[src/rtl/operand_normalizer.sv]
// Serial left-normalizer for the approximate multiplier's operand pair: emits MW-bit mantissas,
// per-operand shift counts and their sum. Define NORM_ROUND_EN for round-half-up mantissas.

module operand_normalizer_lane #(
  parameter int WIDTH = 16,
  parameter int MW    = 8,
  parameter int CW    = $clog2(WIDTH) + 1
) (
  input  logic             clk,
  input  logic             rst,
  input  logic             load,
  input  logic             step,
  input  logic [WIDTH-1:0] opnd,
  output logic             done,
  output logic [MW-1:0]    mant,
  output logic [CW-1:0]    sh
);

  logic [WIDTH-1:0] r;
  logic [CW-1:0]    cnt;

  assign done = r[WIDTH-1] | (cnt == CW'(WIDTH));
  assign sh   = cnt;

  always_ff @(posedge clk or posedge rst) begin
    if (rst) begin
      r   <= '0;
      cnt <= '0;
    end else if (load) begin
      r   <= opnd;
      cnt <= '0;
    end else if (step && !done) begin
      r   <= {r[WIDTH-2:0], 1'b0};
      cnt <= cnt + 1'b1;
    end
  end

`ifdef NORM_ROUND_EN
  // Round-half-up on the first dropped bit; an all-ones carry-out saturates.
  logic [MW:0] rnd;
  always_comb begin
    rnd  = {1'b0, r[WIDTH-1 -: MW]} + (MW+1)'(r[WIDTH-MW-1]);
    mant = rnd[MW] ? {MW{1'b1}} : rnd[MW-1:0];
  end
`else
  assign mant = r[WIDTH-1 -: MW];
`endif

endmodule

module operand_normalizer #(
  parameter int WIDTH = 16,
  parameter int MW    = 8
) (
  input  logic             clk,
  input  logic             rst,
  input  logic             in_valid,
  output logic             in_ready,
  input  logic [WIDTH-1:0] a_in,
  input  logic [WIDTH-1:0] b_in,
  output logic             out_valid,
  input  logic             out_ready,
  output logic [MW-1:0]    mant_a,
  output logic [MW-1:0]    mant_b,
  output logic [4:0]       sh_a,
  output logic [4:0]       sh_b,
  output logic [5:0]       sh_sum,
  output logic             zero
);

  localparam int NUM_LANES = 2;
  localparam int CW        = $clog2(WIDTH) + 1;

  typedef enum logic [1:0] {IDLE, SHIFT, DONE} state_t;
  state_t state, nstate;

  logic [NUM_LANES-1:0][WIDTH-1:0] opnd;
  logic [NUM_LANES-1:0][MW-1:0]    mant;
  logic [NUM_LANES-1:0][CW-1:0]    sh;
  logic [NUM_LANES-1:0]            done;
  logic                            load, step, capture, zero_q;

  assign opnd    = {b_in, a_in};
  assign load    = (state == IDLE) && in_valid;
  assign step    = (state == SHIFT);
  assign capture = step && (&done);

  genvar g;
  generate
    for (g = 0; g < NUM_LANES; g++) begin : g_lane
      operand_normalizer_lane #(.WIDTH(WIDTH), .MW(MW), .CW(CW)) u_lane (
        .clk  (clk),
        .rst  (rst),
        .load (load),
        .step (step),
        .opnd (opnd[g]),
        .done (done[g]),
        .mant (mant[g]),
        .sh   (sh[g])
      );
    end
  endgenerate

  always_ff @(posedge clk or posedge rst) begin
    if (rst) state <= IDLE;
    else     state <= nstate;
  end

  always_comb begin
    nstate = state;
    case (state)
      IDLE:    if (in_valid)  nstate = SHIFT;
      SHIFT:   if (&done)     nstate = DONE;
      DONE:    if (out_ready) nstate = IDLE;
      default:                nstate = IDLE;
    endcase
  end

  always_comb begin
    in_ready  = (state == IDLE);
    out_valid = (state == DONE);
  end

  // Result registers only move on capture, so they stay frozen through backpressure.
  always_ff @(posedge clk or posedge rst) begin
    if (rst) begin
      zero_q <= 1'b0;
      mant_a <= '0;
      mant_b <= '0;
      sh_a   <= '0;
      sh_b   <= '0;
      sh_sum <= '0;
      zero   <= 1'b0;
    end else begin
      if (load) zero_q <= (a_in == '0) || (b_in == '0);
      if (capture) begin
        mant_a <= mant[0];
        mant_b <= mant[1];
        sh_a   <= 5'(sh[0]);
        sh_b   <= 5'(sh[1]);
        sh_sum <= 6'(sh[0]) + 6'(sh[1]);
        zero   <= zero_q;
      end
    end
  end

endmodule

[config.mk]
export PLATFORM = sky130hd
export DESIGN_NAME = operand_normalizer
export DESIGN_NICKNAME = d
export VERILOG_FILES = /design/src/rtl/operand_normalizer.sv
export SDC_FILE = /design/constraint.sdc
export NUM_CORES = 1
export LEC_CHECK = 0
export BUFFER_PORTS_ARGS = -buffer_cell sky130_fd_sc_hd__buf_2
export CORE_ASPECT_RATIO = 1.25
export CORE_UTILIZATION = 40
export CTS_BUF_LIST = sky130_fd_sc_hd__clkbuf_8 sky130_fd_sc_hd__clkbuf_16
export DETAILED_ROUTE_END_ITERATION = 10
export PLACE_DENSITY = 0.71
export SLEW_MARGIN = 25
export SYNTH_ARGS = -nofsm -noshare
export SYNTH_HDL_FRONTEND = slang
export SYNTH_SLANG_ARGS = --single-unit
[constraint.sdc]
create_clock -name clk -period 2.3 [get_ports clk]
set_clock_uncertainty 0.2 [all_clocks]
set_input_delay 0 -clock clk [delete_from_list [all_inputs] [get_ports clk]]
set_output_delay 0 -clock clk [all_outputs]
set_load 0.02 [all_outputs]
; ---- Word level (Yosys, flattened, before mapping)
; Cells that the tools add are included.
; Widths: inputs -> output; s select.
[word_totals]
output_inout_bits = 35
register_bits = 78
in_bits = 36
elab_cells = 50
[op_classes]
n_addsub = 3
eq_ne = 7
n_bitwise = 2
n_reduce_logical = 14
mux = 12
[op_table]
columns = op, count
row1 = $mux 16, 4
row2 = $logic_not 16->1, 2
row3 = $mux 5, 4
row4 = $add 5x1->5 const B, 2
row5 = $eq 5x5->1 const B, 2
row6 = $add 5x5->6, 1
row7 = $mux 2, 3
row8 = $pmux 2 s3, 1
row9 = $logic_and 1x1->1, 4
row10 = $ne 2x2->1 const B, 2
row11 = $reduce_bool 2->1, 2
row12 = $reduce_and 3->1, 1
row13 = $eq 2x1->1 const B, 1
row14 = $eq 2x2->1 const B, 1
row15 = $logic_not 1->1, 2
row16 = $logic_not 2->1, 1
row17 = $ne 2x1->1 const B, 1
row18 = $or 1x1->1, 2
row19 = $reduce_and 2->1, 1
row20 = $logic_or 1x1->1, 1

; ---- Depth between registers and ports, before layout
[depth]
ltp_word = 6
depth_mapped = 7
mapped_depth_nobuf = 6

; ---- By module
; From an unflattened synthesis, not the netlist that was laid out.
[hier_totals]
cells_unflattened = 376
area_unflattened_um2 = 4021.4
[modules_own_cells]
columns = module, seq_area_each_um2, area_per_inst_um2, instances, cells_each
row1 = operand_normalizer_lane, 525.5, 1188.6, 2, 130
row2 = operand_normalizer, 900.9, 1644.1, 1, 116

; ---- Worst setup path after synthesis
; Ideal clock, no wire load.
[synth_timing]
path_kind = register -> register
start = register g_lane[0].u_lane.cnt[1]
end = register mant_a[0]
t_required_ns = 1.975
n_path_buf = 1
path_stages_with_launch = 7
setup_slack_ns = 0.338
setup_ns = 0.125
arrival_time_ns = 1.637
period_less_slack_ns = 1.962
cell_sequence = dfrtp_1 inv_1 ha_1 and4bb_4 o221ai_4 buf_6 mux2_4
[synth_via]
elab_chain_len = 4
[synth_lines]
columns = item, line_no
row1 = start: declaration, 20  ; logic [CW-1:0] cnt;
row2 = start signal: assignment, 34  ; cnt <= cnt + 1'b1;
row3 = $eq 5x5->1, 22  ; assign done = r[WIDTH-1] | (cnt == CW'(WIDTH));
row4 = $or 1x1->1, 22
row5 = $reduce_and 2->1, 86  ; assign capture = step && (&done);
row6 = $logic_and 1x1->1, 86
row7 = end signal: assignment, 137  ; mant_a <= mant[0];
row8 = end: declaration, 63  ; output logic [MW-1:0] mant_a,
; No other way between the ends.
; A chain may end at the register's enable or synchronous reset.

; ---- Worst setup path after layout
[layout_timing]
start = register g_lane[1].u_lane.cnt[0]
end = register g_lane[1].u_lane.r[0]
[layout_via]
elab_chain_len = 5
[layout_lines]
columns = item, line_no
row1 = start: declaration, 20
row2 = start signal: assignment, 34
row3 = $eq 5x5->1, 22
row4 = $or 1x1->1, 22
row5 = $logic_not 1->1, 32  ; end else if (step && !done) begin
row6 = $logic_and 1x1->1, 32
row7 = $reduce_bool 2->1 (no line), n/a
row8 = end signal: assignment, 30  ; r <= opnd;
row9 = end signal: assignment, 33  ; r <= {r[WIDTH-2:0], 1'b0};
row10 = end: declaration, 19  ; logic [WIDTH-1:0] r;
; No other way between the ends.

==> results.toml <==
[cts]
cts_made_buffers = 9
cts.clk_slew.worst_paths_ns = 0.09
cts_max_level = 3
cts-root-buf = "clkbuf_8"
clock_latency_ns = 0.36
clockBufferDepth = 2
cts_sinks = 78
tritoncts = "yes"

[grt]
grt_pass1_wl_mm = 13.3
first_global_vias = 2774
grt_max_degree = 48
antenna_found_initial = 0
overflow = 0
grt_usage = 0.184

[yosys]
ys_types = 37
ys_warn_count = 0
ys_ff_latch = 78
synth_nets = 338
synth.avg_cell_area_um2 = 12.7
netlist_instances = 292
yosysSeqAreaShare = 0.527
synth_area_um2 = 3710

[place]
port_buffers = 70
dp_hpwl_mm = 5.56
gp_congestion = 0.817

[sta]
setup_violations = 0
maxSlewHeadroom = 0.534
fmax_ghz = 0.442
slew_violations = 0
tns_ns = 0
finalHoldViolCount = 0
fin_crit_ns = 2.26
min_period_over_period = 0.983
worstMarginPinSlew_ns = 0.698

[power]
power.density_nw_per_um2 = 1360
total_leakage_power_uw = 0.00235
finalPower_uw = 6600
vdd_drop_max_uv = 561

[worst_setup_path]
crit_end = "g_lane[1].u_lane.r[0]$_DFFE_PP0P_"
cp.required_ns = 2.34
timing.rr.end = "g_lane[1].u_lane.r[0]$_DFFE_PP0P_"
startpoint = "g_lane[1].u_lane.sh[0]$_DFFE_PP0P_"
worst-setup-path-type = "reg2reg"
crit_path_start_kind = "flip-flop"
worstReg2RegStart = "g_lane[1].u_lane.sh[0]$_DFFE_PP0P_"
crit_path_end_kind = "flip-flop"
arrival_ns = 2.30
cp_max_fo = 17
rrSetupSlack_ns = 0.04
ff2ff_path_depth = 7

[final_layout]
area_delta_synth_final_pct = 31.3
drive_gt1_frac = 0.325
nNetsFinal = 453
fin_util = 0.550
fillCellCount = 765
diodes = 0

[routing]
route.met3.wl_um = 321
drc_errors = 0
postRouteAntennaNets = 0
dr.pass1.iters = 6
routed_wl_mm = 8.60
wl_per_cell_um = 16.2
vias = 2805
met1_length_mm = 3.88
viasPerCell = 5.27
maxUsedRoutingLayer = "met4"
drt_iter0_drc = 128
wl_met2_mm = 4.23

[floorplan]
placementRows = 38
chipWidth_um = 88.1
ios = 71
die_area_um2 = 9660
die_h_um = 110
core_um2 = 8840
start_util = 0.419

[worst_hold_path]
hp-class = "in2async"

[run_status]
status = "completed"

[flow_run]
maxCapViolations = 0
-- metrics by stage --
stage | setup WS (ns) | hold WS [ns] | cell area (µm²) | instances
CTS | 0.0196 | 0.104 | 4780 | 526
finish | 0.0401 | 0.0937 | 4860 | 532
detailed placement | 0.212 | -0.0466 | 4210 | 473
global placement | 0.284 | -0.0525 | 4210 | 473
global route | -0.0136 | 0.153 | 4860 | 532
floorplan | 0.105 | -0.0924 | 3710 | 292
-- cell type report --
type | count | area, µm² | area share
repair buffers | 122 | 943 | 0.194
well taps | 120 | 150 | 0.0309
flip-flops and latches | 78 | 1950 | 0.402
clock inverters | 7 | 73.8 | 0.0152
clock buffers | 9 | 124 | 0.0255
multi-input cells | 190 | 1600 | 0.328
inverters | 6 | 22.5 | 0.00463
-- worst min path at each step --
stage	cells after the start	slack (ns)	endpoint	from
3_5_place_dp	2	-0.05	mant_b[7]$_DFFE_PP0P_	rst
5_1_grt	3	0.15	g_lane[0].u_lane.r[15]$_DFFE_PP0P_	rst
2_1_floorplan	1	-0.09	state[1]$_DFFE_PP0P_	out_ready
6_report	3	0.09	g_lane[0].u_lane.r[15]$_DFFE_PP0P_	rst
4_1_cts	3	0.10	g_lane[0].u_lane.r[15]$_DFFE_PP0P_	rst
3_3_place_gp	2	-0.05	g_lane[0].u_lane.r[15]$_DFFE_PP0P_	rst
-- power by group --
part	total, µW	switching (µW)	internal, µW
clock	1050	546	505
combinational	3140	1540	1600
sequential	2400	440	1960
-- synth_stat cells --
cell type / number / area (µm²)
inv_1: 6 / 22.5
xor2_1: 1 / 8.76
nand2b_1: 1 / 6.26
o221ai_4: 1 / 26.3
clkbuf_1: 1 / 3.75
and4bb_4: 2 / 32.5
nand2b_2: 1 / 8.76
nor3_1: 1 / 5.00
nor2b_1: 1 / 6.26
nor2_1: 13 / 48.8
dfrtp_1: 78 / 1950
ha_1: 9 / 113
nand2_1: 23 / 86.3
o21bai_1: 2 / 15.0
nand3_1: 1 / 5.00
nand4b_1: 1 / 8.76
buf_6: 7 / 78.8
a21o_1: 2 / 15.0
nand4_1: 4 / 25.0
nor3b_1: 26 / 195
mux2_4: 22 / 330
nor4_1: 9 / 56.3
a21oi_1: 5 / 25.0
buf_2: 7 / 35.0
a31oi_1: 1 / 6.26
o21ai_0: 16 / 80.1
mux2i_1: 8 / 80.1
xnor2_1: 5 / 43.8
fa_1: 1 / 20.0
a211oi_1: 1 / 7.51
nor3_4: 2 / 32.5
and2_1: 1 / 6.26
a221o_1: 26 / 260
clkbuf_2: 1 / 5.00
a22o_1: 2 / 17.5
mux2_2: 2 / 22.5
buf_4: 2 / 15.0
-- sequential cells by signal, summed over array words and instances, names as in the netlist --
register,flops
g_lane.u_lane.r,32
g_lane.u_lane.sh,10
mant_a,8
mant_b,8
sh_a,5
sh_b,5
sh_sum,6
state,2
zero,1
zero_q,1
-- placed cells by master (no fill, tap or decap), drive strengths merged --
| master | Yosys | routed |
|---|---|---|
| mux2 | 24 | 24 |
| clkbuf | 2 | 11 |
| dlygate4sd3 | 0 | 37 |
| nor3b | 26 | 26 |
| o21ai | 16 | 16 |
| dfrtp | 78 | 78 |
| and4bb | 2 | 2 |
| xnor2 | 5 | 5 |
| buf | 16 | 83 |
| a21oi | 5 | 5 |
| mux2i | 8 | 8 |
| nand2 | 23 | 23 |
| clkinvlp | 0 | 3 |
| nand3 | 1 | 1 |
| a221o | 26 | 26 |
| o221ai | 1 | 1 |
| xor2 | 1 | 1 |
| ha | 9 | 9 |
| fa | 1 | 1 |
| nand4b | 1 | 1 |
| bufinv | 0 | 1 |
| nor2 | 13 | 13 |
| nand2b | 2 | 2 |
| nand4 | 4 | 4 |
| nor3 | 3 | 3 |
| and2 | 1 | 1 |
| a21o | 2 | 2 |
| nor4 | 9 | 9 |
| a22o | 2 | 2 |
| inv | 6 | 9 |
| a31oi | 1 | 1 |
| o21bai | 2 | 2 |
| a211oi | 1 | 1 |
| nor2b | 1 | 1 |
-- timing repair --
item,4_1_cts,5_1_grt
gates resized for setup,0,3
endpoints found under the setup margin,0,2
setup buffers,0,4
hold buffers,37,0
hold endpoints to repair,75,0
-- layer usage --
| metal | GRT usage | up-vias |
|---|---|---|
| li1 | - | 1313 |
| met1 | 0.230 | 1401 |
| met2 | 0.302 | 74 |
| met3 | 0.0420 | 17 |
| met4 | 0.0853 | 0 |
| met5 | 0 | - |
-- worst max-delay path: stages, from the launching register on --
cell and delay (ns):
dfrtp_2 0.40, inv_1 0.06, ha_1 0.20, and4bb_4 0.23, nor3_4 0.22, buf_12 0.18
o21ai_0 0.08, dlygate4sd3_1 0.55
-- cells by family after synthesis --
group	share of synthesized area
flops	0.527
xor+xnor	0.0142
compound gates	0.122
buf+inv	0.0432
fa+ha+maj	0.0358
simple gates	0.141
mux	0.117
Note: power is estimated with default switching activity, not from simulation.
